File: src/rtl/mem_access_unit.sv
// Load/store/fetch-and-add controller between the memory-stage request channel
// and a single-port data memory with combinational read and falling-edge write.
module mem_access_unit #(
   parameter int ADDR_W = 5,
   parameter int DATA_W = 32
) (
   input  logic              clk,
   input  logic              rst_n,
   input  logic              req_valid,
   output logic              req_ready,
   input  logic [1:0]        req_op,
   input  logic [31:0]       req_addr,
   input  logic [DATA_W-1:0] req_wdata,
   output logic              resp_valid,
   input  logic              resp_ready,
   output logic [DATA_W-1:0] resp_rdata,
   output logic              resp_err,
   output logic              mem_we,
   output logic [ADDR_W-1:0] mem_addr,
   output logic [DATA_W-1:0] mem_din,
   input  logic [DATA_W-1:0] mem_dout
);

   typedef enum logic [1:0] {
      IDLE = 2'd0,
      RD   = 2'd1,
      WR   = 2'd2,
      RESP = 2'd3
   } state_t;

   localparam logic [1:0] OP_LOAD  = 2'b00;
   localparam logic [1:0] OP_STORE = 2'b01;
   localparam logic [1:0] OP_FAA   = 2'b10;
   localparam logic [1:0] OP_RSVD  = 2'b11;

   state_t              state_r;
   state_t              state_nxt_s;
   logic [1:0]          op_r;
   logic [DATA_W-1:0]   wdata_r;
   logic [DATA_W-1:0]   rdata_r;
   logic [DATA_W-1:0]   din_r;
   logic [ADDR_W-1:0]   addr_r;
   logic                err_r;
   logic                req_err_s;

   // Misaligned, beyond the memory's word range, or a reserved opcode.
   function automatic logic request_error(input logic [31:0] addr, input logic [1:0] op);
      logic bad;
      bad = (addr[1:0] != 2'b00) || (addr[31:ADDR_W+2] != '0) || (op == OP_RSVD);
      return bad;
   endfunction

   assign req_err_s  = request_error(req_addr, req_op);

   // Handshake strobes and write enable decode straight from the state register.
   assign req_ready  = (state_r == IDLE);
   assign resp_valid = (state_r == RESP);
   assign mem_we     = (state_r == WR);
   assign resp_rdata = rdata_r;
   assign resp_err   = err_r;
   assign mem_addr   = addr_r;
   assign mem_din    = din_r;

   // State register.
   always_ff @(posedge clk or negedge rst_n) begin
      if (!rst_n) begin
         state_r <= IDLE;
      end else begin
         state_r <= state_nxt_s;
      end
   end

   // Next-state logic.
   always_comb begin
      state_nxt_s = state_r;
      case (state_r)
         IDLE: begin
            if (req_valid) begin
               if (req_err_s) begin
                  state_nxt_s = RESP;
               end else if (req_op == OP_STORE) begin
                  state_nxt_s = WR;
               end else begin
                  state_nxt_s = RD;
               end
            end else begin
               state_nxt_s = IDLE;
            end
         end
         RD: begin
            if (op_r == OP_FAA) begin
               state_nxt_s = WR;
            end else begin
               state_nxt_s = RESP;
            end
         end
         WR: begin
            state_nxt_s = RESP;
         end
         RESP: begin
            if (resp_ready) begin
               state_nxt_s = IDLE;
            end else begin
               state_nxt_s = RESP;
            end
         end
         default: begin
            state_nxt_s = IDLE;
         end
      endcase
   end

   // Request capture, read-data capture and write-data preparation.
   always_ff @(posedge clk or negedge rst_n) begin
      if (!rst_n) begin
         op_r    <= OP_LOAD;
         wdata_r <= '0;
         rdata_r <= '0;
         din_r   <= '0;
         addr_r  <= '0;
         err_r   <= 1'b0;
      end else begin
         case (state_r)
            IDLE: begin
               if (req_valid) begin
                  op_r    <= req_op;
                  wdata_r <= req_wdata;
                  rdata_r <= '0;
                  err_r   <= req_err_s;
                  // A rejected request leaves the memory-side registers untouched.
                  if (!req_err_s) begin
                     addr_r <= req_addr[ADDR_W+1:2];
                     if (req_op == OP_STORE) begin
                        din_r <= req_wdata;
                     end
                  end
               end
            end
            RD: begin
               rdata_r <= mem_dout;
               if (op_r == OP_FAA) begin
                  din_r <= mem_dout + wdata_r;
               end
            end
            default: begin
            end
         endcase
      end
   end

endmodule

File: config.mk
export PLATFORM = sky130hd
export DESIGN_NAME = mem_access_unit
export DESIGN_NICKNAME = d
export VERILOG_FILES = /design/src/rtl/mem_access_unit.sv
export SDC_FILE = /design/constraint.sdc
export NUM_CORES = 1
export LEC_CHECK = 0
export ABC_AREA = 1
export CORE_UTILIZATION = 54
export DETAILED_ROUTE_END_ITERATION = 10
export PLACE_DENSITY = 0.87
export SLEW_MARGIN = 20
export SYNTH_ARGS = -nofsm -noshare
export SYNTH_HDL_FRONTEND = slang
export SYNTH_SLANG_ARGS = --single-unit
File: constraint.sdc
create_clock -name clk -period 4.4 [get_ports clk]
set_input_delay 0.88 -clock clk [delete_from_list [all_inputs] [get_ports clk]]
set_output_delay 0.88 -clock clk [all_outputs]
set_load 0.01 [all_outputs]
## Yosys cells after proc, flatten, opt, wreduce, memory -nomap -nowiden

Index checks and enable logic that the tools add are counted.

| word-level totals | value |
|---|---|
| bits in registers | 106 |
| input port bits | 102 |

| cells by class | value |
|---|---|
| $add $sub $neg | 1 |
| equal/unequal tests | 10 |
| muxes and demuxes | 13 |
| bitwise operators | 1 |
| reductions and logical operators | 10 |

Operator list:

| kind | count |
|---|---|
| $mux W32 | 5 |
| $pmux W32 S2 | 2 |
| $add A32 B32 Y32 | 1 |
| $reduce_bool A25 Y1 | 1 |
| $eq A2 B2 Y1 const B | 4 |
| $mux W2 | 4 |
| $pmux W2 S4 | 1 |
| $ne A2 B2 Y1 const B | 3 |
| $reduce_and A5 Y1 | 1 |
| $eq A2 B1 Y1 const B | 2 |
| $reduce_and A2 Y1 | 2 |
| $reduce_bool A2 Y1 | 2 |
| $reduce_and A3 Y1 | 1 |
| $logic_not A2 Y1 | 1 |
| $logic_or A1 B1 Y1 | 2 |
| $ne A2 B1 Y1 const B | 1 |
| $mux W1 | 1 |
| $not A1 Y1 | 1 |

## Longest topological paths before layout

| depth | value |
|---|---|
| word-level depth | 6 |
| mapped depth | 13 |
| gate-level depth less buffers | 13 |

## Worst setup path before layout

No wires, ideal clock.

| timing | value |
|---|---|
| path type | input port to flip-flop |
| start | in mem_dout[0] |
| end | reg din_r[12], in the netlist mem_din[12] |
| setup time | 116 ps |
| data arrival time | 2,390 ps |
| required time | 4,284 ps |
| setup slack | 1,894 ps |
| cell stages on the path | 11 |
| buffers on the path | 0 |
| cells stage by stage | ha_1 -> fa_1 -> nand3_1 -> nand3_1 -> nand3_1 -> nand3b_1 -> or2_2 -> nand3_1 -> nand2_1 -> nand2_1 -> nand2_1 |

| on the way | value |
|---|---|
| word-level cells in the longest chain between the ends | 3 |

RTL lines:

| element | line | source |
|---|---|---|
| start: declaration | 21 | `input logic [DATA_W-1:0] mem_dout` |
| $add A32 B32 Y32 | 142 | `din_r <= mem_dout + wdata_r;` |
| $mux W32 | 141 | `if (op_r == OP_FAA) begin` |
| $pmux W32 S2 | 123 | `case (state_r)` |
| end signal: assignment | 134 | `din_r <= req_wdata;` |
| end signal: assignment | 142 |  |
| end: declaration | 41 | `logic [DATA_W-1:0] din_r;` |

No other way between the ends. The select of a mux whose other input is x is not followed.
A chain may end at the register's enable or synchronous reset.

## Worst setup path after layout

| timing | value |
|---|---|
| start | in mem_dout[0] |
| end | reg din_r[10], in the netlist mem_din[10] |

Same word-level chain as after synthesis.

==> impl_metrics.ini <==
[critical_path]
path_cells = clkdlybuf4s50_1 > ha_1 > fa_1 > nand3_1 > nand3_1 > or2_2 > nand3_1 > o21ai_0 > nand2_1 > nand2_1
ff2ff_setup_slack_ns = 1.79
rr_startpoint = state_r[1]$_DFF_PN0_
crit_path_end = mem_din[10]$_DFFE_PN0P_
cp-start-kind = input pin
critPathTopFamily = simple AND/OR/NAND/NOR gates
slowest_delay_ns = 0.46
r2r_end = mem_din[2]$_DFFE_PN0P_
crit_path_max_fanout = 4
path_buf_inv = 1
cp.depth = 10
cp.arrival_ns = 3.11
worstSetupPathType = in -> reg
endpoint_kind = register
timing.critical_path.from = mem_dout[0]
crit_top_cell = nand3_1
cp.required_ns = 4.65
cpMaxStageDelayCell = fa_1
ff2ff_path_depth = 8

[timing]
fin_setup_tns_ns = 0
relSlewSlack_pct = 38.7
rsz0062_at_grt = no
finalCritPeriodShare_pct = 64.9
fin_hold_ws_ns = 0.481
clock-skew-final_ns = 0.0108
hold_viol = 0
fmax_ghz = 0.350
tightest_slew_ns = 0.920
setup_viol = 0
min_period_ns = 2.86
worst_slack_ns = 1.54
drv_slew = 0

[hold_path]
hold_class = reg -> reg

[grt]
grt_max_degree = 107
gr-usage-met2_pct = 54.3
grt-ovfl-total = 0
grt_usage_pct = 31.9
grt_pass1_vias = 6733
met1_usage_pct = 40.6
antenna_found_initial = 0
grt_pass1_wl_um = 32300
grt.busiest_layer = met2
met3_usage_pct = 5.13

[cells_and_area]
nNetsFinal = 1300
final_cell_mix = nand2_1, clkdlybuf4s50_1, inv_1
area_growth_pct = 31.9
n_antenna_cell = 0
final_common_cell = nand2_1
final_area_mm2 = 0.00899
layout-drive-gt1-share_pct = 3.07

[place]
dp_slack_ns = 1.22
portBuffers = 174
place_area_mm2 = 0.00868
place_congestion = 0.912
hpwl_um = 14600

[synth]
synth_ff_type = dfrtp_1
synth_xor_area_share_pct = 0.643
synthSimpleGateAreaFrac_pct = 34.3
synthMuxAreaShare_pct = 0
synth_seq_area_share_pct = 38.9
ys_types = 32
synth_top_family_by_area = simple AND/OR/NAND/NOR gates
syn_avg_cell_area_um2 = 6.79
synth_nets = 1137
ys_ff_latch = 106
ys_async_sr_fraction_pct = 100
synth_fa_ha_area_share_pct = 5.98
synth_compound_area_share_pct = 10.1
netlist_area_mm2 = 0.00682
syn_inst = 1003
synth-edff-count = 0
synth_warnings = 0

[clock_tree]
tritoncts = yes
cts-hold-fix-buffers = 0
clkSinkCount = 106
post_cts_buffers = 0
htree_levels = 3
numCtsBuffers = 9
postCtsResizedCells = 0
clock_latency_ns = 0.36
cts_buffer_depth = 2
root_buffer = clkbuf_16
clkTransAtPathRegs_ns = 0.07

[die]
ios = 175
dieArea_mm2 = 0.0131
start_util_pct = 56.0
die_height_um = 114
die_x_um = 114
std_cell_rows = 40
core_area_mm2 = 0.0122

[power]
p_leak_nw = 4.79
peakVddDrop_uv = 360
power.density_mw_per_mm2 = 663

[detailed_routing]
wl_um = 19800
drt_iter0_markers = 565
drt-wirelength-per-cell_um = 14.8
route.antenna.remaining_nets = 0
vias_per_cell = 5.18
via_count = 6942
drc = 0
drtPass1Iterations = 5

[flow_run]
drv_cap = 0

[run_status]
status = finished, final reports clean
worst min path at each step:
stage,start,to,cells after the start
floorplan,wdata_r[12]$_DFFE_PN0P_,wdata_r[12]$_DFFE_PN0P_,2
global placement,mem_din[17]$_DFFE_PN0P_,mem_din[17]$_DFFE_PN0P_,2
detailed placement,mem_din[13]$_DFFE_PN0P_,mem_din[13]$_DFFE_PN0P_,2
CTS,mem_din[13]$_DFFE_PN0P_,mem_din[13]$_DFFE_PN0P_,2
global route,mem_din[21]$_DFFE_PN0P_,mem_din[21]$_DFFE_PN0P_,2
finish,mem_din[30]$_DFFE_PN0P_,mem_din[30]$_DFFE_PN0P_,2
area by class of cell:
class                      count  area (µm²)
clock buffer                   9         225
inverter                     149         559
timing repair buffer         178        1780
clock inverter                 7        77.6
sequential                   106        2650
fill                        1028        3180
tap                          168         210
multi-input combinational    722        3480
cells by family after synthesis:
| group | count (synthesis) |
|---|---|
| xor gates and xnor gates | 5 |
| and+or+nand+nor | 575 |
| AOI/OAI and AO/OA | 110 |
| DFF | 106 |
| adders and majority gates | 32 |
| buffers and inverters | 175 |
cell usage after synthesis, types with 8 or more instances:
| cell | count | share of area, % |
|---|---|---|
| clkbuf_1 | 12 | 0.66 |
| ha_1 | 31 | 5.7 |
| dfrtp_1 | 106 | 39 |
| a21oi_1 | 28 | 2.1 |
| nand2_1 | 411 | 23 |
| nand3_1 | 65 | 4.8 |
| o21ai_0 | 43 | 3.2 |
| a22o_1 | 32 | 4.1 |
| nor2_1 | 72 | 4.0 |
| inv_1 | 145 | 8.0 |
| buf_2 | 8 | 0.59 |
sequential cells by signal, indices dropped and copies added, names as in the netlist:
register and count:
mem_din 32, resp_rdata 32, wdata_r 32, mem_addr 5, op_r 2, state_r 2, resp_err 1
layer usage:
| metal | vias up | part of all wire, % |
|---|---|---|
| li1 | 3462 | - |
| met1 | 3191 | 42 |
| met2 | 254 | 49 |
| met3 | 35 | 6.5 |
| met4 | 0 | 2.7 |
| met5 | - | 0 |
power breakdown:
part           leakage (nW)  switching [mW]  internal, mW  total, mW
combinational          3.31            2.00          1.44       3.44
sequential             1.33           0.275          1.41       1.68
clock                 0.146           0.385         0.445      0.830
worst min-delay path: stages, from the launching register on:
cell	delay, ns
dfrtp_1	0.34
nand2_1	0.05
nand2_1	0.06
through the flow:
stage / total power, mW / instances / util, %
2_1_floorplan: 3.83 / 1003 / -
3_3_place_gp: 5.02 / 1323 / 71.4
3_5_place_dp: 5.10 / 1323 / 71.4
4_1_cts: 5.96 / 1339 / 73.9
5_1_grt: 6.44 / 1339 / 73.9
6_report: 5.96 / 1339 / 73.9
(Power assumes the default switching activity.)
